**src/rtl/onn_update_sequencer_if.sv**
```systemverilog
// Handshake bundle between the host/pattern loader, the update sequencer and the
// phase-register array: run control in, trigger pulses and run status out.
interface onn_update_sequencer_if #(
  parameter int N     = 8,
  parameter int CNT_W = 8
);
  logic             start;
  logic             abort;
  logic [N-1:0]     state_changed;
  logic             re_o;
  logic             drop_o;
  logic             check_o;
  logic             busy;
  logic             done;
  logic             converged;
  logic [CNT_W-1:0] check_count;

  modport master (
    output start, abort, state_changed,
    input  re_o, drop_o, check_o, busy, done, converged, check_count
  );

  modport slave (
    input  start, abort, state_changed,
    output re_o, drop_o, check_o, busy, done, converged, check_count
  );
endinterface

```
**src/rtl/onn_update_sequencer.sv**
```systemverilog
// Sequencer for one ONN relaxation run: reset/drop/check trigger pulses to the
// phase-register array, convergence detection over consecutive quiet checks.
module onn_update_sequencer #(
  parameter int N             = 8,
  parameter int SETTLE_CYCLES = 16,
  parameter int STABLE_CHECKS = 2,
  parameter int MAX_CHECKS    = 255,
  parameter int CNT_W         = 8
) (
  input  logic                   clk,
  input  logic                   re_n,
  onn_update_sequencer_if.slave  bus
);

  localparam int SET_W = $clog2(SETTLE_CYCLES + 1);
  localparam int STB_W = $clog2(STABLE_CHECKS + 1);
  localparam logic [SET_W-1:0] SETTLE_L = SET_W'(SETTLE_CYCLES);
  localparam logic [STB_W-1:0] STABLE_L = STB_W'(STABLE_CHECKS);
  localparam logic [CNT_W-1:0] MAX_L    = CNT_W'(MAX_CHECKS);

  typedef enum logic [2:0] {
    IDLE, RESET, GAP, DROP, SETTLE, CHECK, SAMPLE, DONE
  } state_t;

  state_t           state_q, state_d;
  logic [SET_W-1:0] settle_q, settle_d;
  logic [STB_W-1:0] stable_q, stable_d;
  logic [CNT_W-1:0] count_q, count_d;
  logic             conv_q, conv_d;
  logic             re_q, drop_q, check_q, busy_q, done_q;

  logic [N-1:0]     flags;
  logic             any;
  logic [STB_W-1:0] stable_inc;
  logic [CNT_W-1:0] count_inc;

  assign flags      = bus.state_changed;
  assign any        = |flags;
  assign stable_inc = stable_q + 1'b1;
  assign count_inc  = count_q + 1'b1;

  always_comb begin
    state_d  = state_q;
    settle_d = settle_q;
    stable_d = stable_q;
    count_d  = count_q;
    conv_d   = conv_q;
    case (state_q)
      IDLE: begin
        if (bus.start) begin
          state_d  = RESET;
          count_d  = '0;
          stable_d = '0;
          conv_d   = 1'b0;
        end
      end
      RESET: state_d = GAP;
      GAP:   state_d = DROP;
      DROP: begin
        state_d  = SETTLE;
        settle_d = SETTLE_L;
      end
      SETTLE: begin
        if (settle_q == SET_W'(1)) state_d = CHECK;
        else                       settle_d = settle_q - 1'b1;
      end
      CHECK: state_d = SAMPLE;
      SAMPLE: begin
        count_d  = count_inc;
        stable_d = any ? '0 : stable_inc;
        // Convergence wins when the quiet streak completes on the last allowed check
        if (!any && stable_inc == STABLE_L) begin
          state_d = DONE;
          conv_d  = 1'b1;
        end else if (count_inc == MAX_L) begin
          state_d = DONE;
          conv_d  = 1'b0;
        end else begin
          state_d  = SETTLE;
          settle_d = SETTLE_L;
        end
      end
      DONE:    state_d = IDLE;
      default: state_d = IDLE;
    endcase
    // Abort overrides any SAMPLE update so the count reflects checks already completed
    if (bus.abort && state_q != IDLE && state_q != DONE) begin
      state_d  = IDLE;
      conv_d   = 1'b0;
      count_d  = count_q;
      stable_d = stable_q;
    end
  end

  // Outputs are decoded from the next state so every pulse comes straight off a flop
  always_ff @(posedge clk or negedge re_n) begin
    if (!re_n) begin
      state_q  <= IDLE;
      settle_q <= '0;
      stable_q <= '0;
      count_q  <= '0;
      conv_q   <= 1'b0;
      re_q     <= 1'b0;
      drop_q   <= 1'b0;
      check_q  <= 1'b0;
      busy_q   <= 1'b0;
      done_q   <= 1'b0;
    end else begin
      state_q  <= state_d;
      settle_q <= settle_d;
      stable_q <= stable_d;
      count_q  <= count_d;
      conv_q   <= conv_d;
      re_q     <= (state_d == RESET);
      drop_q   <= (state_d == DROP);
      check_q  <= (state_d == CHECK);
      busy_q   <= (state_d != IDLE);
      done_q   <= (state_d == DONE);
    end
  end

  assign bus.re_o        = re_q;
  assign bus.drop_o      = drop_q;
  assign bus.check_o     = check_q;
  assign bus.busy        = busy_q;
  assign bus.done        = done_q;
  assign bus.converged   = conv_q;
  assign bus.check_count = count_q;

endmodule

```
**src/flat_wrapper.sv**
```systemverilog
// flat-port wrapper written by rule: the top's interface ports become plain ports
module onn_update_sequencer_flat 
#(
  parameter int N             = 8,
  parameter int SETTLE_CYCLES = 16,
  parameter int STABLE_CHECKS = 2,
  parameter int MAX_CHECKS    = 255,
  parameter int CNT_W         = 8
)
  (clk, re_n, bus_start, bus_abort, bus_state_changed, bus_re_o, bus_drop_o, bus_check_o, bus_busy, bus_done, bus_converged, bus_check_count);
  onn_update_sequencer_if #(.N(N), .CNT_W(CNT_W)) bus_i ();
  input  logic clk;
  input  logic re_n;
  input wire logic [$bits(bus_i.start)-1:0] bus_start;
  input wire logic [$bits(bus_i.abort)-1:0] bus_abort;
  input wire logic [$bits(bus_i.state_changed)-1:0] bus_state_changed;
  output wire logic [$bits(bus_i.re_o)-1:0] bus_re_o;
  output wire logic [$bits(bus_i.drop_o)-1:0] bus_drop_o;
  output wire logic [$bits(bus_i.check_o)-1:0] bus_check_o;
  output wire logic [$bits(bus_i.busy)-1:0] bus_busy;
  output wire logic [$bits(bus_i.done)-1:0] bus_done;
  output wire logic [$bits(bus_i.converged)-1:0] bus_converged;
  output wire logic [$bits(bus_i.check_count)-1:0] bus_check_count;
  assign bus_i.start = bus_start;
  assign bus_i.abort = bus_abort;
  assign bus_i.state_changed = bus_state_changed;
  assign bus_re_o = bus_i.re_o;
  assign bus_drop_o = bus_i.drop_o;
  assign bus_check_o = bus_i.check_o;
  assign bus_busy = bus_i.busy;
  assign bus_done = bus_i.done;
  assign bus_converged = bus_i.converged;
  assign bus_check_count = bus_i.check_count;
  onn_update_sequencer #(.N(N), .SETTLE_CYCLES(SETTLE_CYCLES), .STABLE_CHECKS(STABLE_CHECKS), .MAX_CHECKS(MAX_CHECKS), .CNT_W(CNT_W)) u_core (.clk(clk), .re_n(re_n), .bus(bus_i));
endmodule
```
**config.mk**
```make
export PLATFORM = sky130hd
export DESIGN_NAME = onn_update_sequencer_flat
export DESIGN_NICKNAME = d
export VERILOG_FILES = /design/src/rtl/onn_update_sequencer_if.sv /design/src/rtl/onn_update_sequencer.sv /design/src/flat_wrapper.sv
export SDC_FILE = /design/constraint.sdc
export NUM_CORES = 1
export LEC_CHECK = 0
export ABC_AREA = 1
export BUFFER_PORTS_ARGS = -buffer_cell sky130_fd_sc_hd__buf_2
export CORE_UTILIZATION = 50
export DETAILED_ROUTE_END_ITERATION = 6
export PLACE_DENSITY = 0.81
export SETUP_SLACK_MARGIN = 0.2
export SYNTH_ARGS = -nofsm -noshare
export SYNTH_HDL_FRONTEND = slang
export SYNTH_SLANG_ARGS = --single-unit
export TNS_END_PERCENT = 50
```
**constraint.sdc**
```tcl
create_clock -name clk -period 1.9 [get_ports clk]
set_input_delay 0.19 -clock clk [delete_from_list [all_inputs] [get_ports clk]]
set_output_delay 0.19 -clock clk [all_outputs]
set_load 0.02 [all_outputs]
```
## Yosys cells after proc, flatten, opt, wreduce, memory -nomap -nowiden

Index checks and enable logic that the tools add are counted.

| cells by class | value |
|---|---|
| $add $sub $neg | 3 |
| equality and inequality tests | 21 |
| mux-type cells | 20 |
| bitwise operators | 1 |
| reduce and logical (&&, ||, !) cells | 14 |

Operator list:

| operator | count |
|---|---|
| $pmux 3 s8 | 1 |
| $eq 3x3->1 const B | 6 |
| $pmux 8 s2 | 1 |
| $mux 5 | 3 |
| $pmux 5 s3 | 1 |
| $mux 3 | 4 |
| $reduce_bool 3->1 | 4 |
| $eq 3x2->1 const B | 3 |
| $add 8x1->8 const B | 1 |
| $eq 8x8->1 const B | 1 |
| $mux 8 | 1 |
| $ne 2x2->1 const B | 4 |
| $reduce_or 8->1 | 1 |
| $eq 3x1->1 const B | 2 |
| $mux 2 | 3 |
| $reduce_and 3->1 | 2 |
| $eq 5x1->1 const B | 1 |
| $sub 5x1->5 const B | 1 |
| $mux 1 | 4 |
| $ne 4x1->1 const B | 1 |
| $pmux 2 s2 | 1 |
| $reduce_and 4->1 | 1 |
| $logic_and 1x1->1 | 3 |
| $logic_not 3->1 | 1 |
| 8 further kinds | 8 |

| storage, ports and cells | value |
|---|---|
| register bits | 24 |
| bits of input ports | 12 |
| output and inout port bits | 14 |
| word-level logic and storage cells | 69 |

## Longest topological paths before layout

Gate-level depths: netlist of the first run.

| depth | value |
|---|---|
| depth after elaboration | 7 |
| gate-level depth with buffers | 12 |
| gate-level depth less buffers | 11 |

## Worst setup path after synthesis of the first run

Ideal clock, no wire load.

| path | value |
|---|---|
| path kind | register -> register |
| start | register u_core.count_q[0] (netlist: u_core.bus.check_count[0]) |
| end | register u_core.settle_q[0] |
| setup time | 0.117 ns |
| arrival | 1.644 ns |
| required time | 1.783 ns |
| slack | 0.139 ns |
| cell stages (with the launch flop) | 10 |
| path buffers | 1 |
| period minus slack after synthesis | 1.761 ns |
| cells stage by stage | dfrtp_1 ha_1 nand3_2 nor2_4 xor2_2 nand4_2 and2_4 buf_6 nand3_1 nand2_1 |

| between the ends | value |
|---|---|
| cells in the longest elaborated chain, start to end | 4 |

RTL lines:

| element | RTL line | RTL |
|---|---|---|
| start, declared | onn_update_sequencer.sv:28 | `logic [CNT_W-1:0] count_q, count_d;` |
| start signal, assigned | onn_update_sequencer.sv:112 | `count_q <= count_d;` |
| $add 8x1->8 | onn_update_sequencer.sv:40 | `assign count_inc = count_q + 1'b1;` |
| $eq 8x8->1 | onn_update_sequencer.sv:75 | `end else if (count_inc == MAX_L) begin` |
| $ne 2x2->1 (no source line) | n/a |  |
| $reduce_and 4->1 (no source line) | n/a |  |
| end signal, assigned | onn_update_sequencer.sv:110 | `settle_q <= settle_d;` |
| end, declared | onn_update_sequencer.sv:26 | `logic [SET_W-1:0] settle_q, settle_d;` |

No other way between the ends.
A chain may end at the register's enable or synchronous reset.

## Worst setup path after layout of the first run

| path | value |
|---|---|
| start | register u_core.count_q[1] (netlist: u_core.bus.check_count[1]) |
| end | register u_core.settle_q[3] |

Same word-level chain as after synthesis.

==> results of run 1 <==
==> sequential cells by signal (all words and copies together), names as in the netlist <==
name	count
u_core.bus.done	1
u_core.settle_q	5
u_core.bus.check_count	8
u_core.bus.converged	1
u_core.state_q	3
u_core.bus.drop_o	1
u_core.bus.re_o	1
u_core.bus.busy	1
u_core.bus.check_o	1
u_core.stable_q	2
==> power by group <==
group	total, mW	internal [mW]	switching, mW
combinational	0.934	0.349	0.586
clock	0.275	0.117	0.158
sequential	0.738	0.626	0.112
==> synthesized netlist by cell type <==
library cell / count / area (um2)
xor2_1: 3 / 26.28
o22ai_1: 2 / 12.51
o21ai_0: 6 / 30.03
nor2_1: 21 / 78.83
a21oi_1: 3 / 15.01
dfrtp_1: 24 / 600.6
and2_4: 1 / 8.760
nand3_2: 2 / 20.02
nand2_4: 1 / 11.26
buf_6: 1 / 11.26
o211ai_2: 1 / 12.51
inv_1: 15 / 56.30
nand2_2: 2 / 12.51
xor2_2: 1 / 16.27
nand4_1: 2 / 12.51
nor2_2: 2 / 12.51
ha_1: 5 / 62.56
nand4_2: 1 / 12.51
xnor2_1: 2 / 17.52
or2_1: 1 / 6.260
nor2_4: 1 / 11.26
nor3_1: 2 / 10.01
nand3_1: 20 / 100.1
nand3b_1: 1 / 7.510
nor3b_1: 1 / 7.510
nand2_1: 49 / 183.9
==> metal layers <==
| metal | share of wire | track usage | routed length (um) | up-vias |
|---|---|---|---|---|
| li1 | - | - | - | 619 |
| met1 | 0.41 | 0.3060 | 1284 | 606 |
| met2 | 0.52 | 0.3704 | 1601 | 50 |
| met3 | 0.052 | 0.03390 | 160 | 9 |
| met4 | 0.018 | 0.06410 | 55 | 0 |
| met5 | 0 | 0 | 0 | - |
==> through the flow <==
step                      worst slack [ns]  cells
final                               0.2326    235
after global routing                0.1612    235
after CTS                           0.2078    231
after detailed placement            0.2099    225
after global placement              0.2664    225
after floorplan                     0.2159    170
==> cell families after synthesis <==
logic type / count (synthesis) / synth area share
buffers and inverters: 16 / 0.04981
xor gates and xnor gates: 6 / 0.04429
AOI/OAI and AO/OA: 12 / 0.05166
adders and majority gates: 5 / 0.04613
and+or+nand+nor: 107 / 0.3653
DFF: 24 / 0.4428
==> path summary, 6_finish.rpt <==
kind | from | endpoint | cells after the start
max in group asynchronous | re_n | u_core.bus.check_count[3] | 2
worst min register to register | u_core.bus.converged | u_core.bus.converged | 2
worst max-delay path | u_core.bus.check_count[1] | u_core.settle_q[3] | 9
worst min-delay path | bus_abort | u_core.state_q[2] | 2
worst max register to register | u_core.bus.check_count[1] | u_core.settle_q[3] | 9
min in group asynchronous | re_n | u_core.settle_q[0] | 2
==> timing repair <==
action	CTS	global route
gates resized for setup	0	28
endpoints found under the hold margin	24	0
buffers inserted	1	4
pin swaps	0	10
hold buffers	1	0
endpoints found under the setup margin	6	18
==> cell type report <==
cell class,instances,area share
clock buffers,4,0.02147
multi-input cells,130,0.4552
well taps,30,0.02221
flip-flops and latches,24,0.3590
repair buffers,32,0.1088
inverters,15,0.03331
==> impl_metrics.tcl, run 1 <==
set metrics [dict create \
    p_leak_nw 0.8589 \
    drc 0 \
    path_cells "ha_4 -> xor2_2 -> nand2_1 -> nor2_2 -> nand4_4 -> and2_4 -> nand2_4 -> nand2_2 -> nand2_2" \
    min_path_type "input pin to flop" \
    vias 1284 \
    crit_path_end_kind "flop" \
    drv_cap 0 \
    viasPerCell 5.464 \
    fin_crit_sh 0.8776 \
    core_area_mm2 0.002522 \
    clock-sinks 24 \
    grt_pass1_wl_um 4698 \
    cts_buffer_depth 2 \
    cp_top_family "simple AND/OR/NAND/NOR gates" \
    die_width_um 54.08 \
    worstPathRequired_ns 2.17 \
    max_freq_ghz 0.5997 \
    drive_above_1_share 0.3366 \
    cp_slowest_cell "dfrtp_2" \
    power_density_mw_per_mm2 1152 \
    final-seq-area_um2 606.8 \
    finalPower_mw 1.947 \
    crit_top_cell "nand2_2" \
    grt_use_total 0.2251 \
    wl_per_cell_um 13.20 \
    relSlewSlack 0.6363 \
    hold_viol_final 0 \
    critical_path_buf_inv_count 0 \
    cp_max_fo 6 \
    io-pin-count 26 \
    final_cell_mix "nand2_1 (43), buf_2 (25), nand3_1 (19), dfrtp_1 (19), nor2_1 (18)" \
    utilization 0.6701 \
    drtIter0Drc 34 \
    final_common_cell "nand2_1" \
    worst_pin_slew_ns 0.5456 \
    synth_cell_types 26 \
    ant_nets 0 \
    crit_path_start_kind "flop" \
    synthesis.nets 187 \
    ys_seq_elements 24 \
    antenna_found_initial 0 \
    rsz0062_at_grt "no" \
    cts_buffers 3 \
    num_rows 18 \
    stdcell_area_mm2 0.001690 \
    syn_area_mm2 0.001356 \
    place_area_mm2 0.001518 \
    whs_ns 0.08005 \
    finClkSkew_ns 0.002559 \
    clk_latency_ns 0.32 \
    irDropWorstVdd_uv 998.3 \
    finalSetupViolCount 0 \
    fin_setup_tns_ns 0 \
    cts_root_buf "clkbuf_4" \
    crit_type "flop to flop" \
    period_minus_slack_ns 1.667 \
    fillers 219 \
    avgSynthCellArea_um2 7.978 \
    drt_wl_total_um 3101 \
    outcome "finished, final reports clean" \
    syn-instance-count 170 \
    nets 223 \
    grt_overflow_total 0 \
    arrival_ns 1.94 \
    drv_slew 0 \
    reg2reg_slack_ns 0.23 \
    ys_seq_area_frac 0.4428 \
    io_buffers 25 \
    grt_max_degree 25 \
    area_delta_synth_final_pct 24.63 \
    diodes 0 \
    drt_first_pass_iters 4 \
    path_clk_slew_ns 0.13 \
    synth_warnings 0 \
    grt_pass1_vias 1107 \
    cts_tree "yes" \
    hpwl_um 2049 \
    dieArea_mm2 0.002925 \
    critical-path-max-stage-delay_ns 0.46 \
    multi_input_comb_area_um2 769.5 \
    cts_htree_levels 1 \
    die_h_um 54.08 \
    place.gp.congestion 0.9521 \
    start_util 0.5377 \
]
Note: power is estimated with default switching activity, not from simulation.
==> run 2, diff against run 1 <==
CTS_BUF_LIST = sky130_fd_sc_hd__clkbuf_8   (was unset)
==> run 2 against run 1 <==
Effect of this change: highest routed layer unchanged; cell count up 0.43%; die area unchanged; total power up 5.8%; first-iteration DRC count up 21%; critical path type unchanged; critical path depth up 2.
==> impl_metrics.tcl, run 2 (synthesis gave the netlist of run 1 again) <==
set metrics [dict create \
    crit_top_cell "nand2_2" \
    start_util 0.5377 \
    die_h_um 54.08 \
    place.gp.congestion 0.9521 \
    critical_path_buf_inv_count 1 \
    cts_buffer_depth 2 \
    rsz0062_at_grt "yes" \
    crit_type "flop to flop" \
    path_clk_slew_ns 0.09 \
    grt_use_met1 0.3078 \
    drtIter0Drc 41 \
    place_area_mm2 0.001518 \
    critical-path-max-stage-delay_ns 0.45 \
    drt_wl_total_um 3206 \
    arrival_ns 1.91 \
    diodes 0 \
    drv_cap 0 \
    cp_max_fo 6 \
    whs_ns 0.1443 \
    p_leak_nw 0.8799 \
    vias 1279 \
    worstPathRequired_ns 2.12 \
    num_rows 18 \
    io-pin-count 26 \
    drive_above_1_share 0.3495 \
    max_freq_ghz 0.5914 \
    largest_reg_flops 8 \
    power_density_mw_per_mm2 1192 \
    grt.busiest_layer "met2" \
    cts_root_buf "clkbuf_8" \
    period_minus_slack_ns 1.691 \
    relSlewSlack 0.6403 \
    hpwl_um 2049 \
    finClkSkew_ns 0.001562 \
    crit_path_end_kind "flop" \
    grt_pass1_vias 1123 \
    fin_setup_tns_ns 0 \
    cts_htree_levels 1 \
    r2r_end "u_core.settle_q[3]" \
    drc 0 \
    grt_overflow_total 0 \
    worstReg2RegStart "u_core.bus.check_count[0]" \
    drt_first_pass_iters 4 \
    nets 224 \
    fin_crit_sh 0.8899 \
    wl_per_cell_um 13.58 \
    min_path_type "input pin to flop" \
    hold_path_end "u_core.state_q[2]" \
    finalSetupViolCount 0 \
    hold_depth 2 \
    grt_use_total 0.2352 \
    cts_buffers 3 \
    die_width_um 54.08 \
    reg2reg_slack_ns 0.21 \
    hold_viol_final 0 \
    layoutNonFillerInstCount 236 \
    dieArea_mm2 0.002925 \
    antenna_found_initial 0 \
    dp.cells 225 \
    use_met3 0.05085 \
    hp-start "bus_abort" \
    clock-sinks 24 \
    outcome "finished, final reports clean" \
    drv_slew 0 \
    final_cell_mix "nand2_1 (40), buf_2 (25), dfrtp_1 (20)" \
    cts_tree "yes" \
    grt_pass1_wl_um 4816 \
    stdcell_area_mm2 0.001728 \
    clk_latency_ns 0.27 \
    irDropWorstVdd_uv 819.0 \
    viasPerCell 5.419 \
    finalPower_mw 2.060 \
    crit_path_start_kind "flop" \
    path_cells "inv_2 -> ha_4 -> nand2_2 -> nor2_2 -> nand2_1 -> nor2_2 -> nand4_4 -> and2_4 -> nand2_4 -> nand2_2 -> nand2_2" \
    r2r_cells 11 \
    ant_nets 0 \
    cp_top_family "simple AND/OR/NAND/NOR gates" \
    core_area_mm2 0.002522 \
    area_delta_synth_final_pct 27.40 \
    final_common_cell "nand2_1" \
    worst_pin_slew_ns 0.5395 \
    grt_max_degree 25 \
    cp_slowest_cell "dfrtp_2" \
    io_buffers 25 \
    grt_use_met2 0.3848 \
]
-- run 2: cell types whose count changed in the layout (fill, tap and decap cells not counted), sizes merged --
cell,before,now
buf,31,32
-- run 2: cell type report --
cell class / instances / area (um2)
clock buffers: 4 / 55.05
fillers: 213 / 794.5
inverters: 15 / 56.30
multi-input cells: 130 / 782.0
flip-flops and latches: 24 / 605.6
well taps: 30 / 37.54
repair buffers: 33 / 191.4
-- run 2: power by group --
part / internal, mW / switching, mW / total, mW / leakage [nW]
clock: 0.186 / 0.173 / 0.359 / 0.0288
combinational: 0.359 / 0.602 / 0.961 / 0.534
sequential: 0.626 / 0.115 / 0.741 / 0.317
total: 1.17 / 0.889 / 2.06 / 0.880
-- run 2: through the flow --
step | setup slack (ns) | util
2_1_floorplan | 0.2159 | -
3_3_place_gp | 0.2664 | 0.6017
3_5_place_dp | 0.2099 | 0.6017
4_1_cts | 0.2096 | 0.6334
5_1_grt | 0.1237 | 0.6850
6_report | 0.2091 | 0.6850
-- run 2: worst max path at each step --
| stage | to | start | cells after the start | slack [ns] |
|---|---|---|---|---|
| floorplan | u_core.settle_q[0] | u_core.bus.check_count[0] | 9 | 0.22 |
| global placement | u_core.bus.check_count[7] | u_core.state_q[1] | 8 | 0.27 |
| detailed placement | u_core.bus.check_o | u_core.bus.check_count[0] | 9 | 0.21 |
| CTS | u_core.bus.check_o | u_core.bus.check_count[1] | 9 | 0.21 |
| global route | u_core.settle_q[3] | u_core.bus.check_count[1] | 11 | 0.12 |
| finish | u_core.settle_q[3] | u_core.bus.check_count[0] | 11 | 0.21 |
-- run 2: metal layers --
metal / vias to the layer above / part of all wire
met5: - / 0
met4: 0 / 0.019
met3: 7 / 0.054
met2: 44 / 0.51
met1: 608 / 0.42
li1: 620 / -
-- run 2: repair_timing --
item                                    4_1_cts  5_1_grt
resized for setup                             0       29
buffers inserted                              2        4
endpoints found under the setup margin        8       18
hold buffers                                  1        0
pin swaps                                     1       12
hold endpoints to repair                     24        0
